--- config.mk ---
export PLATFORM = sky130hd
export DESIGN_NAME = phase_acc
export DESIGN_NICKNAME = d
export VERILOG_FILES = /design/src/rtl/tone_pkg.sv /design/src/rtl/glide_step.sv /design/src/rtl/phase_acc.sv
export SDC_FILE = /design/constraint.sdc
export NUM_CORES = 1
export LEC_CHECK = 0
export BUFFER_PORTS_ARGS = -buffer_cell sky130_fd_sc_hd__buf_2
export CAP_MARGIN = 20
export CORE_MARGIN = 2
export CORE_UTILIZATION = 45
export DETAILED_ROUTE_END_ITERATION = 16
export PLACE_DENSITY = 0.75
export SYNTH_ARGS = -nofsm -noshare
export SYNTH_HDL_FRONTEND = slang
export SYNTH_HIERARCHICAL = 1
export SYNTH_SLANG_ARGS = --single-unit
--- constraint.sdc ---
create_clock -name clk -period 4.89 [get_ports clk]
set_input_delay 0.7335 -clock clk [delete_from_list [all_inputs] [get_ports clk]]
set_output_delay 0.7335 -clock clk [all_outputs]
set_load 0.005 [all_outputs]
--- src/rtl/tone_pkg.sv ---
// Shared definitions for the tone-generator chain (phase accumulator and sine stage).
package tone_pkg;

  // Output phase width and sine output width, common with the sine stage.
  localparam int PSZ = 12;
  localparam int OSZ = 16;

  // Default portamento shift: the increment closes 1/2^GSH of the gap per tick.
  localparam int GSH = 4;

  typedef enum logic [1:0] {
    S_IDLE  = 2'd0,
    S_RUN   = 2'd1,
    S_GLIDE = 2'd2
  } state_t;

endpackage

--- src/rtl/glide_step.sv ---
// One portamento step: moves the increment a fraction of the way toward the target,
// snapping onto the target once the remaining step rounds to 0 or -1.
module glide_step #(
  parameter int fsz = 20,
  parameter int gsh = 4
) (
  input  logic [fsz-1:0] i_inc,
  input  logic [fsz-1:0] i_tgt,
  output logic [fsz-1:0] o_next_inc,
  output logic           o_done
);

  logic signed [fsz:0] w_d;
  logic signed [fsz:0] w_s;

  // Signed gap and its arithmetic-shifted (floor) step.
  always_comb begin
    w_d        = $signed({1'b0, i_tgt}) - $signed({1'b0, i_inc});
    w_s        = w_d >>> gsh;
    o_done     = (w_s == '0) || (w_s == '1);
    o_next_inc = o_done ? i_tgt : i_inc + w_s[fsz-1:0];
  end

endmodule

--- src/rtl/phase_acc.sv ---
// NCO phase accumulator: takes frequency words over valid/ready, applies them on
// sample ticks (optionally gliding), and presents the top psz bits of the phase.
module phase_acc
  import tone_pkg::*;
#(
  parameter int asz = 24,
  parameter int psz = PSZ,
  parameter int fsz = 20,
  parameter int gsh = GSH
) (
  input  logic           clk,
  input  logic           reset,
  input  logic           ena,
  input  logic           gate,
  input  logic           gl,
  input  logic           fw_valid,
  output logic           fw_ready,
  input  logic [fsz-1:0] fw,
  input  logic           fw_sync,
  output logic [psz-1:0] phs,
  output logic           phs_vld
);

  logic [asz-1:0] r_acc;
  logic [fsz-1:0] r_inc;
  logic [fsz-1:0] r_tgt;
  logic           r_syn;
  logic           r_pend;
  state_t         r_state;
  logic           r_tick;
  logic [psz-1:0] r_phs;
  logic           r_phs_vld;

  logic [asz-1:0] w_acc_nxt;
  logic [fsz-1:0] w_inc_nxt;
  logic [fsz-1:0] w_tgt_nxt;
  logic           w_syn_nxt;
  logic           w_pend_nxt;
  state_t         w_state_nxt;
  logic           w_accept;
  logic           w_apply;
  logic [fsz-1:0] w_step_inc;
  logic           w_step_done;

  assign w_accept = fw_valid && !r_pend;
  assign w_apply  = ena && r_pend;
  assign fw_ready = !r_pend;
  assign phs      = r_phs;
  assign phs_vld  = r_phs_vld;

  glide_step #(
    .fsz(fsz),
    .gsh(gsh)
  ) u_glide (
    .i_inc     (r_inc),
    .i_tgt     (r_tgt),
    .o_next_inc(w_step_inc),
    .o_done    (w_step_done)
  );

  // Next-state, handshake and accumulator update.
  always_comb begin
    w_acc_nxt   = r_acc;
    w_inc_nxt   = r_inc;
    w_tgt_nxt   = r_tgt;
    w_syn_nxt   = r_syn;
    w_pend_nxt  = r_pend;
    w_state_nxt = r_state;

    if (w_accept) begin
      w_tgt_nxt  = fw;
      w_syn_nxt  = fw_sync;
      w_pend_nxt = 1'b1;
    end
    if (w_apply) w_pend_nxt = 1'b0;

    case (r_state)
      S_IDLE: begin
        w_acc_nxt = '0;
        if (w_apply) w_inc_nxt = r_tgt;
        if (gate) w_state_nxt = S_RUN;
      end
      S_RUN, S_GLIDE: begin
        if (!gate) begin
          // Gate drop wins over glide: any word applied now lands directly.
          w_acc_nxt   = '0;
          w_state_nxt = S_IDLE;
          if (w_apply) w_inc_nxt = r_tgt;
        end else if (ena) begin
          w_acc_nxt = (w_apply && r_syn) ? '0 : r_acc + asz'(r_inc);
          if (r_state == S_GLIDE) begin
            // A glide-enabled word applied mid-glide simply keeps stepping toward the new tgt.
            if (w_apply && !gl) begin
              w_inc_nxt   = r_tgt;
              w_state_nxt = S_RUN;
            end else begin
              w_inc_nxt = w_step_inc;
              if (w_step_done) w_state_nxt = S_RUN;
            end
          end else if (w_apply) begin
            if (gl) w_state_nxt = S_GLIDE;
            else    w_inc_nxt   = r_tgt;
          end
        end
      end
      default: begin
        w_acc_nxt   = '0;
        w_state_nxt = S_IDLE;
      end
    endcase
  end

  // Oscillator state registers.
  always_ff @(posedge clk or posedge reset) begin
    if (reset) begin
      r_acc   <= '0;
      r_inc   <= '0;
      r_tgt   <= '0;
      r_syn   <= 1'b0;
      r_pend  <= 1'b0;
      r_state <= S_IDLE;
    end else begin
      r_acc   <= w_acc_nxt;
      r_inc   <= w_inc_nxt;
      r_tgt   <= w_tgt_nxt;
      r_syn   <= w_syn_nxt;
      r_pend  <= w_pend_nxt;
      r_state <= w_state_nxt;
    end
  end

  // Output stage: phase and strobe one cycle after each tick.
  always_ff @(posedge clk or posedge reset) begin
    if (reset) begin
      r_tick    <= 1'b0;
      r_phs     <= '0;
      r_phs_vld <= 1'b0;
    end else begin
      r_tick    <= ena;
      r_phs_vld <= r_tick;
      if (r_tick) r_phs <= r_acc[asz-1 -: psz];
    end
  end

endmodule

After elaboration in Yosys (flattened, before gate mapping)
Index checks and enable logic that the tools add are counted.
{ "totals": {"ff_bits": 82, "in_bits": 27, "out_inout_bits": 14, "wordCells": 59} }
{ "op_classes": {"mux": 24, "eq_ne": 9, "n_reduce_logical": 14, "addsub": 3} }
{ "op_table": {"columns": ["cell", "n"], "rows": [
  ["20-bit two-way mux", 8],
  ["24-bit two-way mux", 4],
  ["20-bit one-hot mux with 2 select lines", 1],
  ["24-bit by 20-bit adder with 24-bit output", 1],
  ["21-bit == test, second input constant", 1],
  ["21-bit zero test", 1],
  ["20-bit by 20-bit subtractor with 21-bit output", 1],
  ["20-bit adder", 1],
  ["2-bit two-way mux", 8],
  ["4-bit != test, second input constant", 3],
  ["5-bit by 4-bit != test with 1-bit output, second input constant", 1],
  ["5-bit AND reduction", 1],
  ["1-bit logical AND", 4],
  ["2-bit one-hot mux with 2 select lines", 1],
  ["4-bit AND reduction", 1],
  ["2-bit nonzero test", 2],
  ["3-bit != test, second input constant", 1],
  ["2-bit by 1-bit == test with 1-bit output, second input constant", 1],
  ["2-bit == test, second input constant", 1],
  ["1-bit zero test", 2],
  ["2-bit zero test", 1],
  ["1-bit two-way mux", 2],
  ["2-bit != test, second input constant", 1],
  ["2-bit OR reduction", 1],
  ["1-bit logical OR", 1]
]} }

Longest topological paths before layout
Gate-level depths: netlist (run 1).
{ "depth": {"ltp_word": 9, "ltp_mapped": 23, "mapped_depth_nobuf": 22} }

Hierarchy
Netlist (run 1), hierarchy kept.
{ "by_module_without_submodules": {"columns": ["mod", "n_inst", "cells_per_inst", "seq_area_each_um2", "area_each_um2"], "rows": [
  ["phase_acc", 1, 395, 2052.0, 4204.0],
  ["glide_step", 1, 292, 0.0, 2278.4]
]} }

Worst setup path after synthesis (run 1)
OpenSTA, ideal clock, no wires.
{ "synth_timing": {"kind": "register -> register", "start": "register r_inc[1]", "end": "register r_inc[19]", "arrival_ps": 4461, "slack_ps": 292, "path_buffers": 0, "synth_period_minus_slack_ps": 4598, "stages_incl_launch_ff": 21, "t_required_ps": 4753, "setup_time_ps": 137, "path_cell_list": "dfrtp_1 -> inv_1 -> ha_1 -> a2111o_1 -> a31oi_1 -> o21a_1 -> nor2b_1 -> nor2_1 -> xnor2_1 -> ha_1 -> a21o_1 -> a311oi_1 -> o21ai_1 -> a41oi_1 -> a211oi_1 -> a2111oi_0 -> o21ba_2 -> xnor2_1 -> mux2_4 -> o22ai_1 -> a21oi_1"} }
{ "synth_via": {"elab_chain_len": 9, "elab_cells_between_ends": 11, "classes_between": "add/sub (2); eq/ne (1); mux (6); reduce/logical (2)"} }
{ "synth_lines": {"columns": ["item", "line_no", "rtl"], "rows": [
  ["start, declared", "phase_acc.sv:25", "logic [fsz-1:0] r_inc;"],
  ["start signal, assigned", "phase_acc.sv:124", "r_inc <= w_inc_nxt;"],
  ["parallel branches: the longest is 3 deep, another holds 20-bit by 20-bit subtractor with 21-bit output", null, null],
  ["20-bit two-way mux (*)", "glide_step.sv:21", "o_next_inc = o_done ? i_tgt : i_inc + w_s[fsz-1:0];"],
  ["via w_step_inc[19]", "phase_acc.sv:42", "logic [fsz-1:0] w_step_inc;"],
  ["20-bit two-way mux (*)", "phase_acc.sv:93", "if (w_apply && !gl) begin"],
  ["20-bit two-way mux (*)", "phase_acc.sv:91", "if (r_state == S_GLIDE) begin"],
  ["20-bit two-way mux (*)", "phase_acc.sv:89", "end else if (ena) begin"],
  ["20-bit two-way mux (*)", "phase_acc.sv:84", "if (!gate) begin"],
  ["20-bit one-hot mux with 2 select lines (*)", "phase_acc.sv:77", "case (r_state)"]
]} }
Mark *: on every way through the listed nets, which the timed path passes. The select of a mux whose other input is x is not followed.
A chain may end at the register's enable or synchronous reset.

Worst setup path after layout (run 1)
{ "layout_timing": {"start": "register r_tgt[1]", "end": "register r_inc[19]"} }
{ "layout_via": {"elab_chain_len": 9, "elab_cells_between_ends": 11, "classes_between": "add/sub (2); eq/ne (1); mux (6); reduce/logical (2)"} }
{ "layout_lines": {"columns": ["item", "line_no", "rtl"], "rows": [
  ["start, declared", "phase_acc.sv:26", "logic [fsz-1:0] r_tgt;"],
  ["start signal, assigned", "phase_acc.sv:125", "r_tgt <= w_tgt_nxt;"],
  ["20-bit by 20-bit subtractor with 21-bit output (*)", "glide_step.sv:18", "w_d = $signed({1'b0, i_tgt}) - $signed({1'b0, i_inc});"],
  ["parallel branches: the longest is 2 deep, another holds 20-bit adder", null, null],
  ["20-bit two-way mux (*)", "glide_step.sv:21", null],
  ["via w_step_inc[19]", "phase_acc.sv:42", null],
  ["20-bit two-way mux (*)", "phase_acc.sv:93", null],
  ["20-bit two-way mux (*)", "phase_acc.sv:91", null],
  ["20-bit two-way mux (*)", "phase_acc.sv:89", null],
  ["20-bit two-way mux (*)", "phase_acc.sv:84", null],
  ["20-bit one-hot mux with 2 select lines (*)", "phase_acc.sv:77", null]
]} }
Marked as above.

==> summary.txt, run 1 <==
Status: finished clean
Post-route ant nets: 0
Grt total ovfl: 0
Synth top area share: 31.7%
Worst setup startpoint: r_tgt[1]$_DFFE_PP0P_
Share of cells above drive strength 1: 20.9%
Die ar.: 15400 sq um
Number of synthesized flops with an enable pin: 0
Num CTS Buffers: 9
Starting Density: 46.3%
Synth async-reset ratio: 100%
#FFs+latches synth: 82
Register-to-Register Path Depth: 17
Die Y: 124 um
Initial antenna violation count: 0
Later-pin clock latency in the skew report: 0.36 ns
Hold Slack: 0.486 ns
YS warnings: 6
Seq/Total Area, Yosys: 31.7%
CP bufs+invs: 0
Final period util: 96.3%
Fin. Hold Viols: 0
Root buffer cell: clkbuf_16
CP max stage cell: a2111oi_1
Prevailing post-synth register cell: dfrtp_1
Detailed Routing Iterations Pass 1: 5
Synth Net Count: 780
Max Slew Vio Count: 0
Final Core Density: 51.9%
Reg2Reg Setup Slack: 0.18 ns
Routed len/inst: 16.2 um
Syn-to-layout area delta: 12.0%
Peak Freq: 212 MHz
Worst path max stage delay: 0.53 ns
IO Pins: 41
Class of the worst hold path: input port to async pin
Setup TNS: 0 ns
CP top delay family: compound AO/OA/AOI/OAI gates
Tot GR Track Use: 20.2%
Via Count: 5308
Clk sinks: 82
N_diodes: 0
Synth top area cells: dfrtp_1, ha_1, mux2_2, mux2_4, a21oi_1
Setup crit end kind: flip-flop
I/O Buffers: 40
TritonCTS clock tree: yes
Global-route wire length before repair: 24300 um
FP Rows: 43
Dominant cell type by area after synthesis: dfrtp_1
Drt drc: 0
Gpl congestion: 0.926
Core Area: 14000 sq um
DR vias/cell: 5.79
Critical R2R Launch: r_tgt[1]$_DFFE_PP0P_
Post-DP HPWL: 10900 um
CP max FO: 7
Clock buffer depth: 2
Die Width: 124 um
Clock slew at reported path FFs: 0.06 ns
Setup CP Type: flip-flop to flip-flop
Initial DRC Count: 490
Arrival time of the worst setup path: 4.94 ns
Worst path cell trace: ha_1, a2111o_1, a31o_4, a2111oi_1, o21a_1, nor2_1, ha_1, nand4_1, o21ai_1, a41oi_2, a211oi_1, a2111oi_1, o21ba_2, xnor2_1, mux2_4, o22ai_1, a21oi_1
CP Launch Type: flip-flop
Crit Reg-Reg Endpoint: r_inc[19]$_DFFE_PP0P_
Vias in the first global route: 4941
Synth Cell Area: 6480 sq um
Critical Path RT: 5.12 ns
Min Tclk post-route: 4.71 ns
Filler cell count in the final layout: 1294
Max-cap viol count: 0
Post-Route WL: 14800 um
Synth cell types: 73
Final net count: 825
Mean Syn Cell Area: 9.44 sq um
Skew final: 0.00925 ns
Final setup viols: 0
Largest net degree at the start of global routing: 43
Slew Limit Headroom: 46.9%
Worst slew pin tran: 0.796 ns
# H-tree levels: 3
Cells after synthesis: 687
cells in the mapped netlist (7+ instances only):
cell type and count:
nor2_1 41, nor3_1 10, mux2_2 33, nand3_1 12, xnor2_1 31, o21ai_0 30, nand4_1 8, o21ai_1 10
clkbuf_1 16, ha_1 64, inv_1 40, xor2_1 17, nand2_1 52, dfrtp_1 82, a21o_1 19, a211oi_1 8
o22ai_1 22, mux2_4 20, o21bai_1 7, nor2b_1 7, a21oi_1 58
metal layers:
layer / track usage [%] / vias to the layer above / routed length (um)
met2: 32.6 / 93 / 6810
met1: 28.0 / 2572 / 7240
met3: 3.43 / 14 / 615
li1: - / 2629 / -
met4: 5.34 / 0 / 174
met5: 0 / - / 0
cell families (layout without fill, tap and decap cells):
logic type      count (synthesis)  after routing  synth area share (%)
fa+ha+maj                      66             66                  13.0
buf+inv                        61            111                  4.00
compound gates                209            209                  21.7
simple gates                  167            167                  12.6
flops                          82             82                  31.7
mux                            53             53                  10.4
xor+xnor                       49             49                  6.74
per-stage QoR:
stage,worst slack [ns],area [sq um],instances
floorplan,0.292,6480,687
global placement,0.199,6920,897
detailed placement,0.145,6920,897
CTS,0.112,7190,913
global route,-0.0113,7260,917
finish,0.183,7260,917
timing repair:
action / 4_1_cts / 5_1_grt
hold buffers: 0 / 0
gates resized for setup: 0 / 11
buffers inserted: 0 / 4
endpoints found under the setup margin: 0 / 4
worst reg2reg max path: stages (launching register included):
cell and delay (ns):
dfrtp_1 0.40, ha_1 0.29, a2111o_1 0.45, a31o_4 0.29
a2111oi_1 0.53, o21a_1 0.23, nor2_1 0.07, ha_1 0.37
nand4_1 0.11, o21ai_1 0.28, a41oi_2 0.19, a211oi_1 0.40
a2111oi_1 0.11, o21ba_2 0.23, xnor2_1 0.12, mux2_4 0.26
o22ai_1 0.16, a21oi_1 0.08
cells in the final DEF, fill, tap and decap left out, types with 3 or more instances in the layout:
cell,count
o21ai_1,10
o22ai_1,21
mux2_2,33
buf_4,14
a21oi_1,56
o21bai_1,7
o21a_1,6
xnor2_1,31
nor2b_1,6
buf_2,40
nand3_1,12
nand2b_1,4
nor2_1,41
nor3_1,10
nand2_1,52
and2_1,6
o21ai_0,30
dfrtp_1,81
and3_1,5
a21o_1,19
nand4_1,8
a211o_1,3
a31oi_1,5
a211oi_1,8
xor2_1,17
a2111oi_1,3
ha_1,62
clkbuf_16,9
a22o_1,4
mux2_4,20
inv_1,39
or3_1,4
sequential cells by signal, summed over array words and instances (netlist names):
name and cells:
phs 12, r_tgt 20, r_acc 24, phs_vld 1, r_tick 1, r_pend 1
r_state 2, r_inc 20, r_syn 1
layout make-up:
type / instances / area, sq um / share of cell area, %
flip-flops and latches: 82 / 2050 / 28.3
clock buffers: 11 / 233 / 3.21
clock inverters: 5 / 38.8 / 0.534
multi-input cells: 544 / 4230 / 58.3
well taps: 180 / 225 / 3.10
repair buffers: 55 / 325 / 4.48
inverters: 40 / 151 / 2.09
worst max-delay path by stage:
stage,slack [ns],depth (start not counted),end
floorplan,0.29,20,r_inc[19]$_DFFE_PP0P_
detailed placement,0.14,19,r_inc[19]$_DFFE_PP0P_
global placement,0.20,19,r_inc[19]$_DFFE_PP0P_
CTS,0.11,19,r_inc[19]$_DFFE_PP0P_
finish,0.18,17,r_inc[19]$_DFFE_PP0P_
global route,-0.01,18,r_inc[19]$_DFFE_PP0P_
Power of run 1 is left out: the tool's default activity adds up to more than one toggle a clock period on the data nets, which glitch-free logic cannot reach.
==> run 2, diff against run 1 <==
--- a/config.mk
+++ b/config.mk
@@ -10,6 +10,7 @@
 export CORE_MARGIN = 2
 export CORE_UTILIZATION = 45
 export DETAILED_ROUTE_END_ITERATION = 16
+export MAX_ROUTING_LAYER = met4
 export PLACE_DENSITY = 0.75
 export SYNTH_ARGS = -nofsm -noshare
 export SYNTH_HDL_FRONTEND = slang
==> run 2 against run 1 <==
Against the previous run:
- global-route usage is 0.58 points higher
- non-clock buffer count is the same
- fmax rose by 1.2%
- sequential share of layout area hardly changed
- final cell count unchanged
- register-to-register slack gained 0.06 ns
- utilization about the same
- setup slack better by 0.055 ns
- clock skew barely moved
- critical endpoint unchanged
==> summary.txt, run 2 (synthesis results as in run 1) <==
Post-Route WL: 14800 um (-0.27%)
Clock slew at reported path FFs: 0.06 ns (about the same)
Class of the worst hold path: input port to async pin
Tot GR Track Use: 20.8% (+0.58 points)
Filler cell count in the final layout: 1292 (-0.15%)
# H-tree levels: 3 (unchanged)
Largest registers: r_acc x24, r_inc x20, r_tgt x20
Num CTS Buffers: 9 (unchanged)
Most frequent cells in the layout: dfrtp_1, ha_1, a21oi_1
Met1 track demand over resource: 28.0% (-0.029 points)
Fin. Hold Viols: 0 (unchanged)
Commonest non-fill, non-tap cell in the layout: dfrtp_1
Cells after DPL: 897 (unchanged)
TritonCTS clock tree: yes
Final period util: 95.1% (-1.1 points)
Syn-to-layout area delta: 12.0% (about the same)
GR peak layer: met2
I/O Buffers: 40 (unchanged)
Via Count: 5302 (-0.11%)
Setup CP Type: flip-flop to flip-flop
N_diodes: 0 (unchanged)
Setup crit end kind: flip-flop
Root buffer cell: clkbuf_16
Post-route ant nets: 0 (unchanged)
Post-route insts no fill: 917 (unchanged)
Initial antenna violation count: 0 (unchanged)
Vias in the first global route: 4942 (+0.020%)
Fin area: 7260 sq um (about the same)
Peak Freq: 215 MHz (+1.2%)
DR vias/cell: 5.78 (-0.11%)
Grt total ovfl: 0 (unchanged)
Area after DPL: 6920 sq um (unchanged)
Initial DRC Count: 466 (-4.9%)
CP max FO: 7 (unchanged)
Critical Path RT: 5.12 ns (about the same)
Max-cap viol count: 0 (unchanged)
Register-to-Register Path Depth: 17 (unchanged)
Die ar.: 15400 sq um (unchanged)
Core Area: 14000 sq um (unchanged)
Most flop-heavy register: r_acc
Status: finished clean
Share of cells above drive strength 1: 21.0% (+0.14 points)
Global-route wire length before repair: 24300 um (unchanged)
Pre-CTS setup slack: 0.145 ns (unchanged)
Later-pin clock latency in the skew report: 0.36 ns (about the same)
Largest net degree at the start of global routing: 43 (unchanged)
Final Core Density: 51.9% (about the same)
PnR worst setup slack: 0.238 ns (+0.0551 ns)
Skew final: 0.00942 ns (+0.000172 ns)
Post-CTS Hold Fix Bufs: 0 (unchanged)
IO Pins: 41 (unchanged)
Drt drc: 0 (unchanged)
Clock buffer depth: 2 (unchanged)
Sequential Area: 2050 sq um (unchanged)
Arrival time of the worst setup path: 4.88 ns (-0.06 ns)
CP Launch Type: flip-flop
Multi-input gate area: 4240 sq um (about the same)
Clk sinks: 82 (unchanged)
Largest register FFs: 24 (unchanged)
Starting Density: 46.3% (unchanged)
Die Y: 124 um (unchanged)
Die Width: 124 um (unchanged)
Gpl congestion: 0.942 (+1.8%)
Final net count: 825 (unchanged)
Final setup viols: 0 (unchanged)
Slew Limit Headroom: 46.4% (-0.52 points)
Detailed Routing Iterations Pass 1: 5 (unchanged)
Max Slew Vio Count: 0 (unchanged)
Min Tclk post-route: 4.65 ns (-0.0551 ns)
Routed len/inst: 16.1 um (-0.27%)
Worst slew pin tran: 0.804 ns (+0.00785 ns)
FP Rows: 43 (unchanged)
Post-DP HPWL: 10900 um (unchanged)
M3 GR Usage: 3.43% (unchanged)
Met2 Use GR: 32.7% (+0.034 points)
[run 2: cell types whose count changed in the layout (fill, tap and decap cells not counted)]
cell / change
nand2_2: +1
nand2_1: -1
[run 2: path summary, 6_finish.rpt]
| kind | start | end | slack [ns] |
|---|---|---|---|
| worst max-delay path | r_tgt[1]$_DFFE_PP0P_ | r_inc[19]$_DFFE_PP0P_ | 0.24 |
| worst min-delay path | reset | r_acc[1]$_DFFE_PP0P_ | 0.49 |
| worst max register to register | r_tgt[1]$_DFFE_PP0P_ | r_inc[19]$_DFFE_PP0P_ | 0.24 |
| worst min register to register | r_acc[4]$_DFFE_PP0P_ | r_acc[4]$_DFFE_PP0P_ | 0.49 |
| max in group asynchronous | reset | r_tgt[10]$_DFFE_PP0P_ | 3.40 |
| min in group clk | r_acc[4]$_DFFE_PP0P_ | r_acc[4]$_DFFE_PP0P_ | 0.49 |
[run 2: repair_timing]
item / 4_1_cts / 5_1_grt
buffers inserted: 0 / 4
setup endpoints to repair: 0 / 4
gates resized for setup: 0 / 12
[run 2: cell type report]
cell class	count	share of cell area (%)
Inverter	40	2.08
Clock buffer	11	3.20
Timing Repair Buffer	55	4.48
Multi-Input combinational cell	544	58.3
Tap cell	180	3.10
Clock inverter	5	0.534
Sequential cell	82	28.3
[run 2: metrics by stage]
stage               hold WS [ns]  TNS [ns]
finish                     0.486         0
global route               0.516   -0.0113
CTS                        0.496         0
detailed placement         0.482         0
global placement           0.474         0
floorplan                  0.407         0
[run 2: routing by layer]
| metal | wire, um | vias to the layer above |
|---|---|---|
| li1 | - | 2623 |
| met5 | 0 | - |
| met2 | 6800 | 98 |
| met4 | 172 | 0 |
| met1 | 7260 | 2567 |
| met3 | 559 | 14 |
[run 2: critical path, stage by stage (launching register included)]
cell	delay (ns)
dfrtp_1	0.40
ha_1	0.29
a2111o_1	0.45
a31o_4	0.29
a2111oi_1	0.51
o21a_1	0.23
nor2_1	0.07
ha_1	0.38
nand4_1	0.11
o21ai_1	0.29
a41oi_2	0.19
a211oi_1	0.35
a2111oi_1	0.11
o21ba_2	0.23
xnor2_1	0.12
mux2_4	0.26
o22ai_1	0.16
a21oi_1	0.08
Power of run 2 is left out for the same reason.
==> run 3, diff against run 2 <==
--- a/config.mk
+++ b/config.mk
@@ -7,11 +7,12 @@
 export LEC_CHECK = 0
 export BUFFER_PORTS_ARGS = -buffer_cell sky130_fd_sc_hd__buf_2
 export CAP_MARGIN = 20
+export CORE_ASPECT_RATIO = 0.5
 export CORE_MARGIN = 2
-export CORE_UTILIZATION = 45
+export CORE_UTILIZATION = 67
 export DETAILED_ROUTE_END_ITERATION = 16
 export MAX_ROUTING_LAYER = met4
-export PLACE_DENSITY = 0.75
+export PLACE_DENSITY = 0.95
 export SYNTH_ARGS = -nofsm -noshare
 export SYNTH_HDL_FRONTEND = slang
 export SYNTH_HIERARCHICAL = 1
==> constraint.sdc (replaced) <==
create_clock -name clk -period 5.5 [get_ports clk]
set_input_delay 0.825 -clock clk [delete_from_list [all_inputs] [get_ports clk]]
set_output_delay 0.825 -clock clk [all_outputs]
set_load 0.005 [all_outputs]
==> run 3 against run 2 <==
Against the previous run:
- flip-flop and latch count unchanged
- via count increased by 6.8%
- design area decreased by 1.3%
- non-clock buffer count decreased by 7
- register-to-register slack improved by 0.13 ns
- critical path depth increased by 4
- utilization increased by 24 points
- first-iteration DRC count increased by 20%
- hold slack improved by 0.0055 ns
- final cell count decreased by 5.7%
- critical endpoint unchanged
- sequential share of layout area increased by 0.37 points
==> summary.txt, run 3 (synthesis results as in run 1) <==
Critical Path RT: 5.73 ns (+0.61 ns)
Setup CP Type: flip-flop to flip-flop
Via Count: 5665 (+6.8%)
Post-route ant nets: 0 (unchanged)
Clk sinks: 82 (unchanged)
Final Core Density: 76.1% (+24 points)
Commonest non-fill, non-tap cell in the layout: dfrtp_1
Root buffer cell: clkbuf_16
Max Slew Vio Count: 0 (unchanged)
Initial antenna violation count: 0 (unchanged)
Largest net degree at the start of global routing: 83 (+93%)
Num CTS Buffers: 9 (unchanged)
Max-cap viol count: 0 (unchanged)
Status: finished clean
TritonCTS clock tree: yes
# H-tree levels: 3 (unchanged)
Drt drc: 0 (unchanged)
Slew Limit Headroom: 41.5% (-4.9 points)
Initial DRC Count: 557 (+20%)
FP Rows: 25 (-42%)
Vias in the first global route: 5577 (+13%)
Reg2Reg Setup Slack: 0.37 ns (+0.13 ns)
Detailed Routing Iterations Pass 1: 7 (+2)
Post-DP HPWL: 11300 um (+3.5%)
Die Y: 73.6 um (-41%)
Final period util: 93.2% (-1.9 points)
Clock buffer depth: 2 (unchanged)
Later-pin clock latency in the skew report: 0.35 ns (about the same)
Largest register FFs: 24 (unchanged)
IO Pins: 41 (unchanged)
Routed len/inst: 18.4 um (+14%)
Worst slew pin tran: 0.877 ns (+0.0734 ns)
Crit Reg-Reg Endpoint: r_inc[19]$_DFFE_PP0P_
Core Area: 9420 sq um (-33%)
Peak Freq: 195 MHz (-9.3%)
Post-CTS Hold Fix Bufs: 0 (unchanged)
Final net count: 818 (-0.85%)
Arrival time of the worst setup path: 5.36 ns (+0.48 ns)
Skew final: 0.00963 ns (+0.000213 ns)
Filler cell count in the final layout: 580 (-55%)
WHS Path Cells: 2
Most frequent cells in the layout: dfrtp_1, ha_1, a21oi_1
Tot GR Track Use: 33.2% (+12 points)
Worst setup startpoint: r_inc[1]$_DFFE_PP0P_
I/O Buffers: 40 (unchanged)
Clock slew at reported path FFs: 0.07 ns (about the same)
Starting Density: 68.9% (+23 points)
Grt total ovfl: 0 (unchanged)
Hold Path Sink: r_acc[4]$_DFFE_PP0P_
Register-to-Register Path Depth: 21 (+4)
Most flop-heavy register: r_acc
Largest registers: r_acc x24, r_inc x20, r_tgt x20
Global-route wire length before repair: 26600 um (+9.5%)
Die Width: 143 um (+15%)
Min-delay src: r_acc[4]$_DFFE_PP0P_
CP Launch Type: flip-flop
CP max FO: 6 (-1)
Class of the worst hold path: flip-flop to flip-flop
DR vias/cell: 6.55 (+13%)
Die ar.: 10500 sq um (-32%)
Gpl congestion: 0.923 (-2.1%)
Syn-to-layout area delta: 10.5%
Unrepaired setup endpoints after global routing: no
N_diodes: 0 (unchanged)
Critical R2R Launch: r_inc[1]$_DFFE_PP0P_
Fin. Hold Viols: 0 (unchanged)
Min Tclk post-route: 5.13 ns (+0.475 ns)
Setup crit end kind: flip-flop
Setup TNS: 0 ns (unchanged)
Post-Route WL: 15900 um (+7.5%)
Share of cells above drive strength 1: 19.5% (-1.6 points)
Final setup viols: 0 (unchanged)
## run 3: cell count changes in the layout (fill, tap and decap cells not counted), moves of 2 or more
cell,previous run,this run
buf_4,14,6
a21oi_1,56,58
a21oi_2,2,0
clkbuf_1,2,0
ha_1,62,64
ha_2,2,0
inv_8,0,2
## run 3: worst max-delay path by stage
stage                                       end  slack, ns  cells past startpoint
after floorplan           r_inc[19]$_DFFE_PP0P_       0.90                     20
after detailed placement  r_inc[19]$_DFFE_PP0P_       0.47                     21
after CTS                 r_inc[19]$_DFFE_PP0P_       0.36                     21
after global placement    r_inc[19]$_DFFE_PP0P_       0.68                     21
final                     r_inc[19]$_DFFE_PP0P_       0.37                     21
after global routing      r_inc[19]$_DFFE_PP0P_       0.05                     21
## run 3: layout make-up
cell class / count / area [sq um] / share of cell area (%)
Clock buffer: 9 / 225 / 3.14
Clock inverter: 7 / 72.6 / 1.01
Inverter: 40 / 151 / 2.11
Multi-Input combinational cell: 544 / 4210 / 58.7
Sequential cell: 82 / 2050 / 28.6
Tap cell: 135 / 169 / 2.36
Timing Repair Buffer: 48 / 288 / 4.02
## run 3: repair_timing
action / in CTS / in global routing
buffers inserted: 0 / 0
resized for setup: 0 / 3
endpoints found under the hold margin: 0 / 0
setup endpoints to repair: 0 / 2
## run 3: metal layers
layer	share of wire (%)	routed length, um	up-vias	GRT usage, %
li1	-	-	2614	-
met1	43	6770	2690	40.9
met2	47	7470	293	54.0
met3	7.3	1160	68	6.06
met4	3.2	501	0	15.8
met5	0	0	-	-
## run 3: metrics by stage
step	instance area, sq um	setup WS [ns]	hold WS [ns]	std cells
6_report	7160	0.373	0.492	865
5_1_grt	7160	0.0469	0.526	865
3_3_place_gp	6810	0.679	0.471	847
3_5_place_dp	6810	0.468	0.482	847
4_1_cts	7110	0.364	0.496	863
2_1_floorplan	6480	0.902	0.407	687
## run 3: critical path: stages (launching register included)
cell	delay (ns)
dfrtp_1	0.48
inv_1	0.07
ha_1	0.30
a2111o_1	0.46
a31oi_2	0.28
o21a_1	0.23
nor2b_1	0.08
nor2_1	0.13
xnor2_1	0.15
ha_1	0.31
a21o_1	0.21
a311oi_1	0.24
buf_4	0.17
o21ai_1	0.16
a41oi_2	0.33
a211oi_1	0.14
a2111oi_0	0.41
o21ba_2	0.22
xnor2_1	0.07
mux2_4	0.27
o22ai_1	0.19
a21oi_1	0.10
Power of run 3 is left out for the same reason.
